$ cat src/rtl/jacobi_pkg.sv
// Shared types and width constants for the 1-D Jacobi relaxation solver.
package jacobi_pkg;

  typedef enum logic [1:0] {
    ST_IDLE = 2'd0,
    ST_RUN  = 2'd1,
    ST_DONE = 2'd2
  } jacobi_state_e;

  // h2 + u[i-1] + u[i+1] of three WIDTH-bit terms needs two extra bits.
  localparam int SUM_GUARD = 2;

endpackage

$ cat src/rtl/jacobi_solver_if.sv
// Control and data bundle between a solver client (master) and jacobi_solver (slave).
import jacobi_pkg::*;

interface jacobi_solver_if #(
  parameter int NU     = 10,
  parameter int WIDTH  = 8,
  parameter int ITER_W = 8
);
  // start is a level request sampled only while the solver is idle; uin_arr and
  // max_iter are captured on that same edge. done is a single-cycle completion strobe.
  logic                  start;
  logic [ITER_W-1:0]     max_iter;
  logic [NU*WIDTH-1:0]   uin_arr;
  logic [NU*WIDTH-1:0]   uou_arr;
  logic                  busy;
  logic                  done;
  logic                  converged;
  logic [ITER_W-1:0]     iter_cnt;
  jacobi_state_e         state;

  modport master (
    output start, max_iter, uin_arr,
    input  uou_arr, busy, done, converged, iter_cnt, state
  );

  modport slave (
    input  start, max_iter, uin_arr,
    output uou_arr, busy, done, converged, iter_cnt, state
  );
endinterface

$ cat src/rtl/jacobi_solver_stencil_pe.sv
// Combinational three-point stencil: new = sat((h2 + left + right) >> 1), plus a tolerance flag.
module stencil_pe
  import jacobi_pkg::*;
#(
  parameter int WIDTH = 8,
  parameter int EXPON = 3,
  parameter int TOL   = 0
) (
  input  logic [WIDTH-1:0] left,
  input  logic [WIDTH-1:0] center,
  input  logic [WIDTH-1:0] right,
  output logic [WIDTH-1:0] next_val,
  output logic             within_tol
);
  localparam int              SW    = WIDTH + SUM_GUARD;
  localparam logic [WIDTH-1:0] H2   = WIDTH'(1 << EXPON);
  localparam logic [WIDTH-1:0] MAXV = '1;
  localparam logic [WIDTH:0]   TOL_V = (WIDTH + 1)'(TOL);

  logic [SW-1:0]    sum;
  logic [SW-1:0]    half;
  logic [WIDTH-1:0] diff;

  always_comb begin
    sum      = SW'(H2) + SW'(left) + SW'(right);
    half     = sum >> 1;
    next_val = (half > SW'(MAXV)) ? MAXV : half[WIDTH-1:0];
    diff     = (next_val >= center) ? (next_val - center) : (center - next_val);
    within_tol = ({1'b0, diff} <= TOL_V);
  end

endmodule

$ cat src/rtl/jacobi_solver.sv
// Jacobi solver for a 1-D grid with fixed boundaries: one full synchronous sweep per clock in RUN.
module jacobi_solver
  import jacobi_pkg::*;
#(
  parameter int NU     = 10,
  parameter int WIDTH  = 8,
  parameter int EXPON  = 3,
  parameter int ITER_W = 8,
  parameter int TOL    = 0
) (
  input  logic           clk,
  input  logic           rst_n,
  jacobi_solver_if.slave bus
);
  localparam int GW    = NU * WIDTH;
  localparam int INNER = NU - 2;

  jacobi_state_e     state;
  logic [GW-1:0]     grid;
  logic [GW-1:0]     sweep_grid;
  logic [ITER_W-1:0] iter_cnt;
  logic [ITER_W-1:0] max_lat;
  logic              busy_q;
  logic              done_q;
  logic              conv_q;
  logic [INNER-1:0]  tol_flags;
  logic              all_tol;
  logic              limit_hit;

  // Boundary points pass through untouched; interior points come from the PEs.
  assign sweep_grid[WIDTH-1:0]     = grid[WIDTH-1:0];
  assign sweep_grid[GW-1 -: WIDTH] = grid[GW-1 -: WIDTH];

  for (genvar i = 1; i <= NU - 2; i++) begin : g_pe
    stencil_pe #(
      .WIDTH (WIDTH),
      .EXPON (EXPON),
      .TOL   (TOL)
    ) u_pe (
      .left       (grid[(i-1)*WIDTH +: WIDTH]),
      .center     (grid[i*WIDTH +: WIDTH]),
      .right      (grid[(i+1)*WIDTH +: WIDTH]),
      .next_val   (sweep_grid[i*WIDTH +: WIDTH]),
      .within_tol (tol_flags[i-1])
    );
  end

  assign all_tol   = &tol_flags;
  assign limit_hit = ((iter_cnt + ITER_W'(1)) == max_lat);

  always_ff @(posedge clk or negedge rst_n) begin
    if (!rst_n) begin
      state    <= ST_IDLE;
      grid     <= '0;
      iter_cnt <= '0;
      max_lat  <= '0;
      conv_q   <= 1'b0;
      busy_q   <= 1'b0;
      done_q   <= 1'b0;
    end else begin
      case (state)
        ST_IDLE: begin
          done_q <= 1'b0;
          if (bus.start) begin
            grid     <= bus.uin_arr;
            max_lat  <= bus.max_iter;
            iter_cnt <= '0;
            conv_q   <= 1'b0;
            if (bus.max_iter == '0) begin
              state  <= ST_DONE;
              done_q <= 1'b1;
              busy_q <= 1'b0;
            end else begin
              state  <= ST_RUN;
              busy_q <= 1'b1;
            end
          end
        end
        ST_RUN: begin
          grid     <= sweep_grid;
          iter_cnt <= iter_cnt + ITER_W'(1);
          if (all_tol) conv_q <= 1'b1;
          // max_lat >= 1 here, so the limit compare fires before iter_cnt can wrap.
          if (all_tol || limit_hit) begin
            state  <= ST_DONE;
            busy_q <= 1'b0;
            done_q <= 1'b1;
          end
        end
        ST_DONE: begin
          state  <= ST_IDLE;
          done_q <= 1'b0;
          busy_q <= 1'b0;
        end
        default: begin
          state  <= ST_IDLE;
          busy_q <= 1'b0;
          done_q <= 1'b0;
        end
      endcase
    end
  end

  assign bus.uou_arr   = grid;
  assign bus.iter_cnt  = iter_cnt;
  assign bus.converged = conv_q;
  assign bus.busy      = busy_q;
  assign bus.done      = done_q;
  assign bus.state     = state;

endmodule

$ cat src/flat_wrapper.sv
// flat-port wrapper written by rule: the top's interface ports become plain ports
module jacobi_solver_flat import jacobi_pkg::*;
#(
  parameter int NU     = 10,
  parameter int WIDTH  = 8,
  parameter int EXPON  = 3,
  parameter int ITER_W = 8,
  parameter int TOL    = 0
)
  (clk, rst_n, bus_start, bus_max_iter, bus_uin_arr, bus_uou_arr, bus_busy, bus_done, bus_converged, bus_iter_cnt, bus_state);
  jacobi_solver_if #(.NU(NU), .WIDTH(WIDTH), .ITER_W(ITER_W)) bus_i ();
  input  logic clk;
  input  logic rst_n;
  input wire logic [$bits(bus_i.start)-1:0] bus_start;
  input wire logic [$bits(bus_i.max_iter)-1:0] bus_max_iter;
  input wire logic [$bits(bus_i.uin_arr)-1:0] bus_uin_arr;
  output wire logic [$bits(bus_i.uou_arr)-1:0] bus_uou_arr;
  output wire logic [$bits(bus_i.busy)-1:0] bus_busy;
  output wire logic [$bits(bus_i.done)-1:0] bus_done;
  output wire logic [$bits(bus_i.converged)-1:0] bus_converged;
  output wire logic [$bits(bus_i.iter_cnt)-1:0] bus_iter_cnt;
  output wire logic [$bits(bus_i.state)-1:0] bus_state;
  assign bus_i.start = bus_start;
  assign bus_i.max_iter = bus_max_iter;
  assign bus_i.uin_arr = bus_uin_arr;
  assign bus_uou_arr = bus_i.uou_arr;
  assign bus_busy = bus_i.busy;
  assign bus_done = bus_i.done;
  assign bus_converged = bus_i.converged;
  assign bus_iter_cnt = bus_i.iter_cnt;
  assign bus_state = bus_i.state;
  jacobi_solver #(.NU(NU), .WIDTH(WIDTH), .EXPON(EXPON), .ITER_W(ITER_W), .TOL(TOL)) u_core (.clk(clk), .rst_n(rst_n), .bus(bus_i));
endmodule
$ cat config.mk
export PLATFORM = sky130hd
export DESIGN_NAME = jacobi_solver_flat
export DESIGN_NICKNAME = d
export VERILOG_FILES = /design/src/rtl/jacobi_pkg.sv /design/src/rtl/jacobi_solver_if.sv /design/src/rtl/jacobi_solver_stencil_pe.sv /design/src/rtl/jacobi_solver.sv /design/src/flat_wrapper.sv
export SDC_FILE = /design/constraint.sdc
export NUM_CORES = 1
export LEC_CHECK = 0
export ABC_CLOCK_PERIOD_IN_PS = 15200
export CORE_MARGIN = 2
export CORE_UTILIZATION = 25
export CTS_CLUSTER_SIZE = 16
export DETAILED_ROUTE_END_ITERATION = 7
export GPL_TIMING_DRIVEN = 0
export PLACE_DENSITY_LB_ADDON = 0.1
export SLEW_MARGIN = 10
export SYNTH_ARGS = -nofsm -noshare
export SYNTH_HDL_FRONTEND = slang
export SYNTH_SLANG_ARGS = --single-unit
$ cat constraint.sdc
create_clock -name clk -period 15.2 [get_ports clk]
set_clock_uncertainty 0.2 [all_clocks]
set_input_delay 3.04 -clock clk [delete_from_list [all_inputs] [get_ports clk]]
set_output_delay 3.04 -clock clk [all_outputs]
set_load 0.005 [all_outputs]
Word-level counts from Yosys, hierarchy flattened
Cells that the tools add are included.

storage, ports and cells
  flip-flop bits (word level) = 101
  output and inout port bits = 93

cells by class
  add/subtract/negate cells = 33
  magnitude comparators = 24
  equality and inequality tests = 5
  muxes and demuxes = 35
  bitwise logic cells = 1
  reduce and logical (&&, ||, !) cells = 10

operators with widths
  kind                   count
  $pmux W80 S2           1
  $mux W8                17
  $sub A8 B8 Y8          16
  $add A10 B8 Y10        8
  $mux W80               1
  $add A4 B8 Y9 const A  8
  $gt A9 B8 Y1 const B   8
  $ge A8 B8 Y1           8
  $le A8 B1 Y1 const B   8
  $pmux W8 S2            1
  $add A8 B1 Y8 const B  1
  $eq A8 B8 Y1           1
  $logic_not A8 Y1       1
  $mux W1                8
  $reduce_and A8 Y1      1
  $mux W2                3
  $pmux W1 S2            3
  $reduce_and A2 Y1      3
  $reduce_and A3 Y1      2
  $ne A2 B1 Y1 const B   2
  $pmux W2 S2            1
  $eq A2 B1 Y1 const B   1
  $logic_not A2 Y1       1
  $ne A2 B2 Y1 const B   1
  other kinds (3)        3

Depth between registers and ports, before layout
  word-level depth = 11
  gate-level depth with buffers = 25
  mapped depth without buffers = 23

Hierarchy
Synthesis repeated with hierarchy kept, for this count alone.

second synthesis, totals
  cells, all modules = 1485
  area, all modules = 13175.1 um2

modules (own cells, without submodules)
  module                                times used  cells an instance  area an instance (um2)
  stencil_pe (u_core.g_pe[1].u_pe ...)  5           128                1044.8
  jacobi_solver                         1           436                4769.6
  stencil_pe (u_core.g_pe[2].u_pe ...)  2           133                1044.8
  stencil_pe (u_core.g_pe[8].u_pe)      1           143                1092.3

Worst setup path before layout
OpenSTA, ideal clock, no wires.

  path type = register to register
  start point = register u_core.grid[44] (netlist: u_core.bus.uou_arr[44])
  end point = register u_core.busy_q (netlist: u_core.bus.busy)
  arrival = 5.208 ns
  data required time = 14.879 ns
  slack = 9.671 ns
  cell stages (with the launch flop) = 24
  path buffers = 2
  clock period less this slack = 5.529 ns
  path through = dfrtp_1 ha_1 nand3_1 xnor2_1 ha_1 and3_1 a221oi_1 a21oi_1 nor2_1 inv_1 ha_1 buf_6 a21oi_1 o21ai_1 a2111o_1 and2_1 buf_4 mux2_4 a211oi_1 nand3_1 nor4_1 nand4_1 or4_4 a22o_1

between the ends
  word-level cells in the longest chain between the ends = 11
  elaborated cells on any way between the ends = 26
  those cells by class = add/sub: 9; order compare: 8; eq/ne: 1; mux: 5; reduce/logical: 3

RTL lines
  element                                        RTL line                        source
  start, declared                                jacobi_solver.sv:19             logic [GW-1:0] grid;
  start signal, assigned                         jacobi_solver.sv:65             grid <= bus.uin_arr;
  start signal, assigned                         jacobi_solver.sv:80             grid <= sweep_grid;
  $add A4 B8 Y9                                  jacobi_solver_stencil_pe.sv:25  sum = SW'(H2) + SW'(left) + SW'(right);
  $add A10 B8 Y10                                jacobi_solver_stencil_pe.sv:25
  $gt A9 B8 Y1                                   jacobi_solver_stencil_pe.sv:27  next_val = (half > SW'(MAXV)) ? MAXV : half[WIDTH-1:0];
  $mux W8                                        jacobi_solver_stencil_pe.sv:27
  $sub A8 B8 Y8 or $ge A8 B8 Y1 (tied branches)  jacobi_solver_stencil_pe.sv:28  diff = (next_val >= center) ? (next_val - center) : (center - next_val);
  $mux W8                                        jacobi_solver_stencil_pe.sv:28
  $le A8 B1 Y1                                   jacobi_solver_stencil_pe.sv:29  within_tol = ({1'b0, diff} <= TOL_V);
  $reduce_and A8 Y1 (*)                          jacobi_solver.sv:48             assign all_tol = &tol_flags;
  $logic_or A1 B1 Y1 (*)                         jacobi_solver.sv:84             if (all_tol || limit_hit) begin
  $ne A2 B1 Y1 (no source line) (*)              -
  $reduce_and A2 Y1 (no source line) (*)         -
  end signal, assigned                           jacobi_solver.sv:58             busy_q <= 1'b0;
  end signal, assigned                           jacobi_solver.sv:86             busy_q <= 1'b0;
  end signal, assigned                           jacobi_solver.sv:93             busy_q <= 1'b0;
  end, declared                                  jacobi_solver.sv:23             logic busy_q;

Every way passes the cells marked *; elsewhere a longest branch is shown, timed or not.
A chain may end at the register's enable or synchronous reset.

Worst setup path after layout
  start point = register u_core.grid[36] (netlist: u_core.bus.uou_arr[36])
  end point = register u_core.busy_q (netlist: u_core.bus.busy)

The elaborated chain is that of the path after synthesis.

==> results.md <==
- Outcome: finished, final reports clean
- Syn_nets: 1932
- Initial Util: between 20% and 30%
- R2r worst-path depth: 24
- Number of synthesized register bits: 100
- Register area: between 2000 and 3000 um^2
- CP peak stage delay: about 620 ps
- Slew at the pin closest to its max-slew limit: roughly 1300 ps
- DR iter-0 viols: 892
- Area of the multi-input gates: between 9000 and 10000 um^2
- Clock buffer depth: 2
- Max Slew Vio Count: 0
- DP Worst Slack: ~8300 ps
- # hold bufs at CTS: 0
- Overall Global Routing Usage: about a fifth
- Critical path's slowest cell: dfrtp_1
- Number of port buffers: approximately 180
- P&R area growth vs syn: 23.2%
- Die Area: approximately 54000 um^2
- Total gr overflow: 0
- Fin Setup TNS: 0 ps
- Layout Nets: ~2100
- Worst path top cell family by delay: simple AND/OR/NAND/NOR gates
- Post-synth EDFFs: 0
- Hold Startpoint: u_core.max_lat[6]$_DFFE_PN0P_
- RePlAce Congestion: between 0.8 and 0.9
- Worst EP arrival: 7030 ps
- Unrepaired setup endpoints after global routing: false
- Worst r2r src: u_core.bus.uou_arr[36]$_DFFE_PN0P_
- Row cnt: 83
- N_diodes: 0
- Pin count of the biggest net entering global routing: 75
- PostCTS Resize Cnt: 0
- CP Max Fanout: 10
- Max cap viols: 0
- Tmin final: between 6000 and 7000 ps
- Register area share after synthesis: 19.3%
- H-tree Lvls: 3
- Drc violations: 0
- Routed vias/inst: about 5.2
- FF-to-FF setup slack: 8250 ps
- Final setup margin: approximately 8300 ps
- Die Ht: approximately 230 um
- Synth Flop Type: dfrtp_1
- Worst r2r dst: u_core.bus.busy$_DFFE_PN0P_
- Hold Crit Class: flip-flop to flip-flop
- Hold depth: 1
- Cell count after synthesis: 1656
- DRT antenna net count: 0
- Vias in the first global route: between 10000 and 15000
- Most frequent cells in the layout: clkdlybuf4s50_1, ha_1, inv_1
- Share of post-route cells with drive strength above 1: ~4.5%
- Endpoints failing hold: 0
- Slew margin rel.: 15.4%
- CTS tree: built
- Clock Tree Root: clkbuf_16
- Core box area: 51300 um^2
- Critical-path cell list: ha_1 -> nand3_1 -> xnor2_1 -> ha_1 -> nand3_1 -> o221ai_1 -> a31oi_1 -> nor2_1 -> nor2_1 -> inv_1 -> ha_1 -> clkbuf_1 -> nand2_1 -> o31a_1 -> o221a_2 -> clkbuf_1 -> nand4b_1 -> nand3_1 -> a311oi_1 -> nand3_1 -> nor4_1 -> nand4_1 -> or4_4 -> a22o_1
- First-pass GRT wire length: approximately 84000 um
- Clk sinks: 100
- Ys async rst share: 100%
- Die Wd: 232 um
- Fillers: 5537
- Syn avg cell area: ~7.8 um^2
- Setup violators final: 0
- Synth cell types: a little over 80
- Io pins: 184
- Commonest non-fill, non-tap cell in the layout: clkdlybuf4s50_1
- Crit path top cell by count: nand3_1
- Critical Path RT: between 15000 and 20000 ps
- Routed WL: about 57000 um
- Hold Path Sink: u_core.max_lat[6]$_DFFE_PN0P_
- CP Buf/Inv Count: 3
- Clk_lat worst skew: just over 400 ps
- Vias post-DR: roughly 13000
- Num CTS Buffers: 9
- Initial antenna violation count: 0
- Pre-antenna DRT Iters: 6
- Hold slack: about 330 ps
- Critical Path Source Type: flip-flop
- Synthesized area: around 13000 um^2
- Yosys Warn Count: 0
- Fmax: 144 MHz
- WL per Instance: 22.3 um
- Crit share post-route: 45.7%
- Postcts setup bufs: 0
- Setup Crit Path Kind: flip-flop to flip-flop
- DP HPWL: between 40000 and 50000 um
- Clk slew on worst S/H paths: 80 ps
- CP Capture Type: flip-flop
per-stage QoR:
step	cell area [um^2]	util, %	instances
finish	16000	31.2	2536
global route	16000	31.2	2536
CTS	16000	31.2	2536
detailed placement	15700	30.6	2520
global placement	15700	30.5	2519
floorplan	13000	-	1656
flip-flops by register name, summed over array words and instances, names as in the netlist:
signal,flops
u_core.bus.uou_arr,80
u_core.bus.converged,1
u_core.bus.state,1
u_core.bus.iter_cnt,8
u_core.bus.busy,1
u_core.max_lat,8
u_core.bus.done,1
logic make-up (layout without fill, tap and decap cells):
family,count (synthesis),in the layout,synth area share [%]
AOI/OAI and AO/OA,521,521,26.8
and+or+nand+nor,496,496,18.7
buffers and inverters,207,407,6.19
adders and majority gates,185,185,18.3
DFF,100,100,19.3
xor gates and xnor gates,99,99,6.68
muxes,48,48,4.05
worst max path at each step:
stage | endpoint | depth (start not counted) | slack, ps | start
after detailed placement | u_core.bus.busy$_DFFE_PN0P_ | 24 | 8300 | u_core.bus.uou_arr[36]$_DFFE_PN0P_
after global routing | u_core.bus.busy$_DFFE_PN0P_ | 24 | 7830 | u_core.bus.uou_arr[36]$_DFFE_PN0P_
after global placement | u_core.bus.uou_arr[54]$_DFFE_PN0P_ | 1 | 6170 | rst_n
after CTS | u_core.bus.busy$_DFFE_PN0P_ | 24 | 8290 | u_core.bus.uou_arr[36]$_DFFE_PN0P_
after floorplan | u_core.bus.busy$_DFFE_PN0P_ | 23 | 9670 | u_core.bus.uou_arr[44]$_DFFE_PN0P_
final | u_core.bus.busy$_DFFE_PN0P_ | 24 | 8250 | u_core.bus.uou_arr[36]$_DFFE_PN0P_
metal layers:
metal / up-vias / track usage, % / share of wire, %
met5: - / 0 / 0
li1: 6436 / - / -
met2: 354 / 35.5 / 48
met1: 6459 / 27.4 / 45
met4: 0 / 6.03 / 2.4
met3: 50 / 3.94 / 5.3
layout make-up:
class                   count  share of cell area, %
repair buffers            184                   11.6
clock buffers               9                   1.41
multi-input cells        1349                   60.5
plain buffers              55                   1.46
inverters                 152                   3.57
flip-flops and latches    100                   15.7
well taps                 680                   5.32
clock inverters             7                  0.477
cells in the mapped netlist, types with 5 or more instances:
| master | number | area, um^2 |
|---|---|---|
| a21boi_0 | 5 | 37.5 |
| a22o_1 | 5 | 43.8 |
| a221o_1 | 6 | 60.1 |
| o21bai_1 | 18 | 135 |
| a221oi_1 | 6 | 52.6 |
| mux2_2 | 32 | 360 |
| nand3_1 | 49 | 245 |
| a22oi_1 | 66 | 495 |
| ha_1 | 177 | 2210 |
| nor2b_1 | 20 | 125 |
| a211oi_1 | 21 | 158 |
| clkbuf_1 | 43 | 161 |
| a31oi_1 | 12 | 75.1 |
| a21oi_1 | 125 | 626 |
| and3_1 | 31 | 194 |
| dfrtp_1 | 100 | 2500 |
| a211o_1 | 6 | 52.6 |
| nor3b_1 | 7 | 52.6 |
| xnor2_1 | 65 | 569 |
| and2_1 | 15 | 93.8 |
| or3_1 | 7 | 43.8 |
| nor4_1 | 7 | 43.8 |
| inv_1 | 152 | 571 |
| or2_2 | 5 | 31.3 |
| a21o_1 | 34 | 255 |
| nand2_1 | 121 | 454 |
| o211ai_1 | 14 | 105 |
| a311oi_1 | 9 | 78.8 |
| fa_1 | 8 | 160 |
| mux2i_1 | 15 | 150 |
| o21ai_0 | 120 | 601 |
| buf_2 | 9 | 45.0 |
| xor2_1 | 34 | 298 |
| o21a_1 | 7 | 52.6 |
| nor3_1 | 31 | 155 |
| o22ai_1 | 6 | 37.5 |
| nand2b_1 | 21 | 131 |
| nand4_1 | 31 | 194 |
| nor2_1 | 132 | 495 |
Power is left out: the tool's default activity adds up to more than one toggle a clock period on the data nets, which glitch-free logic cannot reach.
